`src/rtl/serv_dbus_if.sv`:
```
// SERV data-bus bridge: core load/store request -> single Wishbone classic cycle, 3+ cycles per access.
// Core request held until o_ack/o_err; bus waits on i_wb_ack (bounded by TO_CYCLES when SERV_DBUS_TIMEOUT_EN).
module serv_dbus_if #(
  parameter int unsigned TO_CYCLES = 255
) (
  input  logic        i_clk,
  input  logic        i_rst,
  input  logic        i_req,
  input  logic        i_we,
  input  logic [31:0] i_adr,
  input  logic [1:0]  i_size,
  input  logic [31:0] i_wdat,
  output logic        o_load,
  output logic [31:0] o_rdat,
  output logic        o_ack,
  output logic        o_err,
  output logic [31:0] o_wb_adr,
  output logic [31:0] o_wb_dat,
  output logic [3:0]  o_wb_sel,
  output logic        o_wb_we,
  output logic        o_wb_cyc,
  input  logic [31:0] i_wb_rdt,
  input  logic        i_wb_ack
);

  if (TO_CYCLES < 1 || TO_CYCLES > 65535) begin : g_bad_to_cycles
    $error("serv_dbus_if: TO_CYCLES must be in 1..65535");
  end

  typedef enum logic [1:0] {
    IDLE = 2'd0,
    BUS  = 2'd1,
    ACK  = 2'd2
  } state_t;

  state_t      state_q, state_d;
  logic [29:0] adr_q, adr_d;
  logic [3:0]  sel_q, sel_d;
  logic [31:0] dat_q, dat_d;
  logic        we_q, we_d;
  logic        err_q, err_d;
  logic        misalign;
  logic [3:0]  sel_new;

`ifdef SERV_DBUS_TIMEOUT_EN
  localparam logic [15:0] TO_LAST = 16'(TO_CYCLES - 1);
  logic [15:0] to_cnt_q, to_cnt_d;
`endif

  assign misalign = ((i_size == 2'b01) && i_adr[0]) ||
                    (i_size[1] && (i_adr[1:0] != 2'b00));

  always_comb begin
    sel_new = 4'b1111;
    case (i_size)
      2'b00:   sel_new = 4'b0001 << i_adr[1:0];
      2'b01:   sel_new = i_adr[1] ? 4'b1100 : 4'b0011;
      default: sel_new = 4'b1111;
    endcase
  end

  // err_q also masks the IDLE request check so a still-held request is not re-flagged.
  always_comb begin
    state_d = state_q;
    adr_d   = adr_q;
    sel_d   = sel_q;
    dat_d   = dat_q;
    we_d    = we_q;
    err_d   = 1'b0;
`ifdef SERV_DBUS_TIMEOUT_EN
    to_cnt_d = to_cnt_q;
`endif
    case (state_q)
      IDLE: begin
        if (i_req && !err_q) begin
          if (misalign) begin
            err_d = 1'b1;
          end else begin
            state_d = BUS;
            adr_d   = i_adr[31:2];
            sel_d   = sel_new;
            dat_d   = i_wdat;
            we_d    = i_we;
`ifdef SERV_DBUS_TIMEOUT_EN
            to_cnt_d = 16'd0;
`endif
          end
        end
      end
      BUS: begin
        if (i_wb_ack) begin
          state_d = ACK;
`ifdef SERV_DBUS_TIMEOUT_EN
        end else if (to_cnt_q == TO_LAST) begin
          state_d = IDLE;
          err_d   = 1'b1;
        end else begin
          to_cnt_d = to_cnt_q + 16'd1;
`endif
        end
      end
      ACK:     state_d = IDLE;
      default: state_d = IDLE;
    endcase
  end

  always_ff @(posedge i_clk) begin
    if (i_rst) begin
      state_q <= IDLE;
      adr_q   <= '0;
      sel_q   <= '0;
      dat_q   <= '0;
      we_q    <= 1'b0;
      err_q   <= 1'b0;
`ifdef SERV_DBUS_TIMEOUT_EN
      to_cnt_q <= '0;
`endif
    end else begin
      state_q <= state_d;
      adr_q   <= adr_d;
      sel_q   <= sel_d;
      dat_q   <= dat_d;
      we_q    <= we_d;
      err_q   <= err_d;
`ifdef SERV_DBUS_TIMEOUT_EN
      to_cnt_q <= to_cnt_d;
`endif
    end
  end

  assign o_wb_cyc = (state_q == BUS);
  assign o_wb_adr = {adr_q, 2'b00};
  assign o_wb_dat = dat_q;
  assign o_wb_sel = sel_q;
  assign o_wb_we  = we_q;
  assign o_ack    = (state_q == ACK);
  assign o_err    = err_q;
  assign o_load   = o_wb_cyc && i_wb_ack && !we_q;
  assign o_rdat   = o_load ? i_wb_rdt : 32'h0;

endmodule

```
`config.mk`:
```
export PLATFORM = sky130hd
export DESIGN_NAME = serv_dbus_if
export DESIGN_NICKNAME = d
export VERILOG_FILES = /design/src/rtl/serv_dbus_if.sv
export SDC_FILE = /design/constraint.sdc
export NUM_CORES = 1
export LEC_CHECK = 0
export BUFFER_PORTS_ARGS = -buffer_cell sky130_fd_sc_hd__buf_4
export CORE_UTILIZATION = 30
export DETAILED_ROUTE_END_ITERATION = 16
export PLACE_DENSITY_LB_ADDON = 0.25
export SYNTH_ARGS = -nofsm -noshare
export SYNTH_HDL_FRONTEND = slang
export SYNTH_SLANG_ARGS = --single-unit
```
`constraint.sdc`:
```
create_clock -name i_clk -period 2.6 [get_ports i_clk]
set_input_delay 0.52 -clock i_clk [delete_from_list [all_inputs] [get_ports i_clk]]
set_output_delay 0.52 -clock i_clk [all_outputs]
set_load 0.01 [all_outputs]
```
==> results of run 1 <==
worst min path at each step:
stage / end / slack (ps)
global placement: adr_q[1] / 460
finish: adr_q[19] / 470
global route: adr_q[14] / 460
detailed placement: adr_q[1] / 460
CTS: o_wb_dat[10] / 460
floorplan: adr_q[0] / 490
worst max-delay path, delay by kind of cell, from the launching register on:
kind          cells  cell delay (ps)
simple gates      3              660
flops             1              380
buf+inv           2              370
registers in the layout, indices dropped and copies added, names as in the netlist:
| signal | cells |
|---|---|
| o_wb_dat | 32 |
| adr_q | 30 |
| o_wb_sel | 4 |
| state_q | 2 |
| o_err | 1 |
| o_wb_we | 1 |
cell usage after synthesis (all sizes together):
| cell type | instances | area share (%) |
|---|---|---|
| nand3 | 1 | 0.15 |
| nand2 | 1 | 0.11 |
| buf | 10 | 3.5 |
| clkbuf | 17 | 1.9 |
| a211oi | 2 | 0.44 |
| inv | 2 | 0.22 |
| a31oi | 4 | 0.74 |
| nor2b | 2 | 0.37 |
| nor4b | 1 | 0.70 |
| a311oi | 2 | 0.52 |
| a21oi | 4 | 0.59 |
| and3 | 1 | 0.18 |
| conb | 1 | 0.11 |
| nand2b | 129 | 24 |
| o21ai | 3 | 0.44 |
| and3b | 2 | 0.52 |
| dfxtp | 70 | 41 |
| and2 | 32 | 5.9 |
| mux2i | 63 | 19 |
per-stage QoR:
| stage | cell area, um^2 | hold slack [ps] | total power, W | std cells | util [%] |
|---|---|---|---|---|---|
| global placement | 5010 | 459 | 0.00171 | 673 | 45.8 |
| floorplan | 3400 | 493 | 0.00145 | 348 | - |
| finish | 5300 | 466 | 0.00286 | 689 | 48.4 |
| detailed placement | 5010 | 465 | 0.00172 | 673 | 45.8 |
| CTS | 5300 | 455 | 0.00291 | 689 | 48.4 |
| global route | 5300 | 461 | 0.00301 | 689 | 48.4 |
where the power goes:
group	leakage, nW	internal (W)	switching (W)	total (W)
Sequential	0.571	0.00114	0.0000378	0.00118
Clock	0.143	0.000736	0.000431	0.00117
Combinational	1.71	0.000308	0.000206	0.000514
Total	2.42	0.00218	0.000675	0.00286
cells in the final DEF, fill, tap and decap left out:
cell | synthesis | layout
buf_4 | 6 | 210
and3b_1 | 2 | 2
bufinv_16 | 0 | 1
mux2i_1 | 63 | 63
nand3_1 | 1 | 1
dfxtp_1 | 70 | 70
nand2_1 | 1 | 1
buf_12 | 3 | 2
nand2b_1 | 129 | 129
a311oi_1 | 2 | 2
a21oi_1 | 4 | 4
o21ai_1 | 1 | 1
a31oi_1 | 4 | 4
inv_1 | 2 | 2
and2_1 | 32 | 32
nor4b_4 | 1 | 1
clkinv_2 | 0 | 4
conb_1 | 1 | 2
clkbuf_1 | 17 | 2
nor2b_1 | 2 | 2
and3_4 | 0 | 1
a211oi_1 | 2 | 2
o21ai_0 | 2 | 2
clkbuf_16 | 0 | 9
metal layers:
metal | share of wire [%] | routed length [um] | global-route usage [%]
met1 | 39 | 3380 | 16.0
met2 | 51 | 4490 | 25.4
met3 | 9.1 | 794 | 4.82
met4 | 0.70 | 61 | 4.05
met5 | 0 | 0 | 0
layout make-up:
class	count	area, um^2	area share [%]
Sequential cell	70	1400	26.5
Clock inverter	5	50.0	0.945
Timing Repair Buffer	212	1620	30.5
Tap cell	140	175	3.31
Multi-Input combinational cell	249	1810	34.2
Inverter	2	7.51	0.142
Clock buffer	11	233	4.40
kinds of logic after synthesis:
logic type / after synthesis
and+or+nand+nor: 169
buffers and inverters: 29
DFF: 70
other: 1
AOI/OAI and AO/OA: 15
muxes: 63
==> flow_metrics.env, run 1 <==
export IMPL_crit_fanout=33
export IMPL_place_port_buffers=205
export IMPL_antenna_found_initial=0
export IMPL_cp_data_required_time_ps=2080
export IMPL_finalMaxSlewViolations=0
export IMPL_cts_max_level=3
export IMPL_start_util_pct=31.1
export IMPL_synthAdderAreaFrac_pct=0
export IMPL_synth_top_family_by_area="simple AND/OR/NAND/NOR gates"
export IMPL_slowest_stage="dfxtp_1"
export IMPL_status="finished clean"
export IMPL_fin_setup_tns_ps=0
export IMPL_nFillCells=1072
export IMPL_cts_setup_buffers=0
export IMPL_first_iter_violations=98
export IMPL_netlist_cell_type_count=22
export IMPL_grt_pass1_vias=2755
export IMPL_drc=0
export IMPL_clock_skew_final_ps=6.27
export IMPL_ys_seq_area_share_pct=41.3
export IMPL_synth_compound_area_share_pct=2.73
export IMPL_cts_sink_count=70
export IMPL_worst_pin_slew_ps=888
export IMPL_crit_chain="nor2b_1 -> and3b_1 -> buf_4 -> and2_1 -> buf_4"
export IMPL_r2r_end="o_wb_dat[27]"
export IMPL_cp_arrival_ps=1730
export IMPL_end_kind="primary output"
export IMPL_fmax_mhz=444
export IMPL_io_pins=208
export IMPL_fp_dieW_um=108
export IMPL_rsz0062_at_grt="false"
export IMPL_syn_inst=347
export IMPL_p_per_area_nw_per_um2=540
export IMPL_numCtsBuffers=9
export IMPL_grt_max_degree=134
export IMPL_area_growth_pct=55.9
export IMPL_finalCritPeriodShare_pct=86.6
export IMPL_drtPass1Iterations=4
export IMPL_fp_coreArea_um2=10900
export IMPL_clock_latency_ps=320
export IMPL_vias=2973
export IMPL_path_clk_slew_ps=60
export IMPL_hpwl_mm=6.49
export IMPL_synthMuxAreaShare_pct=18.6
export IMPL_r2r_start="state_q[1]"
export IMPL_hp_start="i_adr[21]"
export IMPL_synth_seq_cells=70
export IMPL_hold_buffers=0
export IMPL_cts_buffer_depth=2
export IMPL_grt_pass1_wl_mm=13.1
export IMPL_synth_warnings=0
export IMPL_cts_resized=0
export IMPL_totalWireLength_mm=8.72
export IMPL_grt_ovfl_total=0
export IMPL_setup_viol=0
export IMPL_num_nets_final=647
export IMPL_hold_viol_final=0
export IMPL_crit_type="flip-flop to primary output"
export IMPL_slowest_delay_ps=380
export IMPL_track_usage_pct=14.2
export IMPL_antenna_left=0
export IMPL_synth_area_um2=3400
export IMPL_ff2ff_setup_slack_ps=770
export IMPL_setup_ws_ps=348
export IMPL_cts_tree="yes"
export IMPL_dieArea_um2=11700
export IMPL_drv_cap=0
export IMPL_relSlewSlack_pct=40.8
export IMPL_gp_congestion=0.756
export IMPL_wl_per_cell_um=12.7
export IMPL_chipHeight_um=108
export IMPL_cts_root_buf="clkbuf_16"
export IMPL_cp_endpoint="o_rdat[9]"
export IMPL_ir_drop_v=0.000241
export IMPL_p_leak_nw=2.42
export IMPL_hold_depth=3
export IMPL_startpoint="state_q[0]"
export IMPL_row_count=38
export IMPL_min_path_type="input port to flip-flop"
export IMPL_finalCriticalPeriod_ps=2250
export IMPL_drive_gt1_share_pct=41.5
export IMPL_synth_xor_area_share_pct=0
export IMPL_post_place_ws_ps=601
export IMPL_syn_area_per_cell_um2=9.79
export IMPL_via_per_inst=4.31
export IMPL_start_kind="flip-flop"
export IMPL_antenna_cells=0
export IMPL_ff2ff_path_depth=4
export IMPL_synth_simple_gate_area_share_pct=31.7
export IMPL_crit_top_cell="buf_4"
No activity file was read; power rests on OpenSTA's default activity.
==> inputs of run 2 (changes only) <==
--- a/config.mk
+++ b/config.mk
@@ -6,9 +6,10 @@
 export NUM_CORES = 1
 export LEC_CHECK = 0
 export BUFFER_PORTS_ARGS = -buffer_cell sky130_fd_sc_hd__buf_4
-export CORE_UTILIZATION = 30
+export CORE_UTILIZATION = 40
+export CTS_CLUSTER_SIZE = 40
 export DETAILED_ROUTE_END_ITERATION = 16
-export PLACE_DENSITY_LB_ADDON = 0.25
+export PLACE_DENSITY = 0.75
 export SYNTH_ARGS = -nofsm -noshare
 export SYNTH_HDL_FRONTEND = slang
 export SYNTH_SLANG_ARGS = --single-unit
==> flow_metrics.env, run 2 (synthesized netlist as in run 1, its figures left out) <==
export IMPL_status="finished clean"
export IMPL_row_count=33
export IMPL_fin_setup_tns_ps=0
export IMPL_switching_power_w=0.000649
export IMPL_cts_setup_buffers=0
export IMPL_crit_type="flip-flop to primary output"
export IMPL_chipHeight_um=94.1
export IMPL_track_usage_pct=19.0
export IMPL_setup_ws_ps=359
export IMPL_drtPass1Iterations=4
export IMPL_ir_drop_v=0.000276
export IMPL_fmax_mhz=446
export IMPL_dieArea_um2=8860
export IMPL_hold_buffers=0
export IMPL_cts_buffer_depth=2
export IMPL_worst_pin_slew_ps=866
export IMPL_slowest_stage="dfxtp_1"
export IMPL_dp_cells=635
export IMPL_num_nets_final=644
export IMPL_end_kind="primary output"
export IMPL_power_frac_seq_pct=45.9
export IMPL_grt_max_degree=134
export IMPL_finalCriticalPeriod_ps=2240
export IMPL_grt_pass1_vias=2782
export IMPL_p_int_w=0.00191
export IMPL_path_buf_inv=2
export IMPL_combPwrFrac_pct=20.0
export IMPL_path_clk_slew_ps=80
export IMPL_area_growth_pct=51.5
export IMPL_regArea_um2=1400
export IMPL_swShare_pct=25.4
export IMPL_antenna_found_initial=0
export IMPL_finalMaxSlewViolations=0
export IMPL_hold_ws_ps=445
export IMPL_totalWireLength_mm=8.60
export IMPL_nFillCells=708
export IMPL_cts_tree="yes"
export IMPL_finalCritPeriodShare_pct=86.2
export IMPL_largest_reg_flops=32
export IMPL_final_cell_mix="buf_4, nand2b_1, dfxtp_1, mux2i_1, and2_1"
export IMPL_final_common_cell="buf_4"
export IMPL_cts_root_buf="clkbuf_8"
export IMPL_p_leak_nw=2.36
export IMPL_start_kind="flip-flop"
export IMPL_gp_congestion=0.777
export IMPL_via_per_inst=4.57
export IMPL_first_iter_violations=72
export IMPL_slowest_delay_ps=380
export IMPL_cp_data_required_time_ps=2080
export IMPL_io_pins=208
export IMPL_drive_gt1_share_pct=41.6
export IMPL_cts_resized=0
export IMPL_ff2ff_setup_slack_ps=780
export IMPL_numCtsBuffers=9
export IMPL_hold_viol_final=0
export IMPL_vias=2973
export IMPL_grt_ovfl_total=0
export IMPL_drc=0
export IMPL_utilization_pct=62.6
export IMPL_cts_sink_count=70
export IMPL_drv_cap=0
export IMPL_multi_input_area_um2=1810
export IMPL_fp_dieW_um=94.1
export IMPL_start_util_pct=41.3
export IMPL_fp_coreArea_um2=8220
export IMPL_wl_per_cell_um=13.2
export IMPL_clock_skew_final_ps=9.12
export IMPL_post_place_ws_ps=610
export IMPL_antenna_cells=0
export IMPL_crit_fanout=33
export IMPL_setup_viol=0
export IMPL_crit_chain="nor2b_1 -> and3b_1 -> buf_4 -> and2_1 -> buf_4"
export IMPL_final_cells=651
export IMPL_power_frac_clock_pct=34.1
export IMPL_min_path_type="input port to flip-flop"
export IMPL_cts_max_level=3
export IMPL_rsz0062_at_grt="false"
export IMPL_p_per_area_nw_per_um2=497
export IMPL_cp_arrival_ps=1720
export IMPL_place_port_buffers=205
export IMPL_antenna_left=0
export IMPL_grt_pass1_wl_mm=12.9
export IMPL_clock_latency_ps=340
export IMPL_crit_top_cell="buf_4"
export IMPL_relSlewSlack_pct=42.3
export IMPL_hpwl_mm=6.47
export IMPL_critical_path_top_delay_family="simple AND/OR/NAND/NOR gates"
## run 2: changes by cell type in the layout (fill, tap and decap cells not counted), sizes merged
cell      before  now
clkbuf        11   10
clkinvlp       0    1
buf          212  209
## run 2: per-layer routing
metal | share of wire [%] | vias to the layer above | wire (um) | GRT usage, %
met5 | 0 | - | 0 | 0
met4 | 3.8 | 0 | 326 | 9.87
met3 | 8.9 | 25 | 764 | 6.23
met2 | 52 | 130 | 4460 | 34.7
met1 | 35 | 1316 | 3050 | 19.0
li1 | - | 1502 | - | -
## run 2: cell type report
type                            count  share of cell area (%)
Clock buffer                       10                    2.68
Clock inverter                      6                    1.19
Inverter                            2                   0.146
Multi-Input combinational cell    249                    35.2
Sequential cell                    70                    27.2
Tap cell                          105                    2.55
Timing Repair Buffer              209                    31.0
## run 2: worst paths after layout
path | start | to | depth (start not counted)
setup reg to reg | state_q[1] | o_wb_dat[17] | 4
hold / removal | i_wdat[3] | o_wb_dat[3] | 3
hold reg to reg | o_wb_dat[1] | o_wb_dat[1] | 2
setup / recovery | state_q[0] | o_rdat[2] | 5
## run 2: power groups by stage
stage / clock, W / combinational (W) / sequential (W)
2_1_floorplan: 0 / 0.000231 / 0.00122
3_3_place_gp: 0 / 0.000506 / 0.00120
3_5_place_dp: 0 / 0.000516 / 0.00120
4_1_cts: 0.000897 / 0.000517 / 0.00117
5_1_grt: 0.000953 / 0.000553 / 0.00118
6_report: 0.000872 / 0.000510 / 0.00117
## run 2: worst min-delay path, stage by stage
cell      delay (ps)
buf_4            110
nand2b_1          50
mux2i_1           60
## run 2: stage by stage
| stage | cell area [um^2] | power [W] |
|---|---|---|
| finish | 5140 | 0.00256 |
| global route | 5140 | 0.00269 |
| CTS | 5140 | 0.00259 |
| detailed placement | 4950 | 0.00171 |
| global placement | 4950 | 0.00170 |
| floorplan | 3400 | 0.00145 |
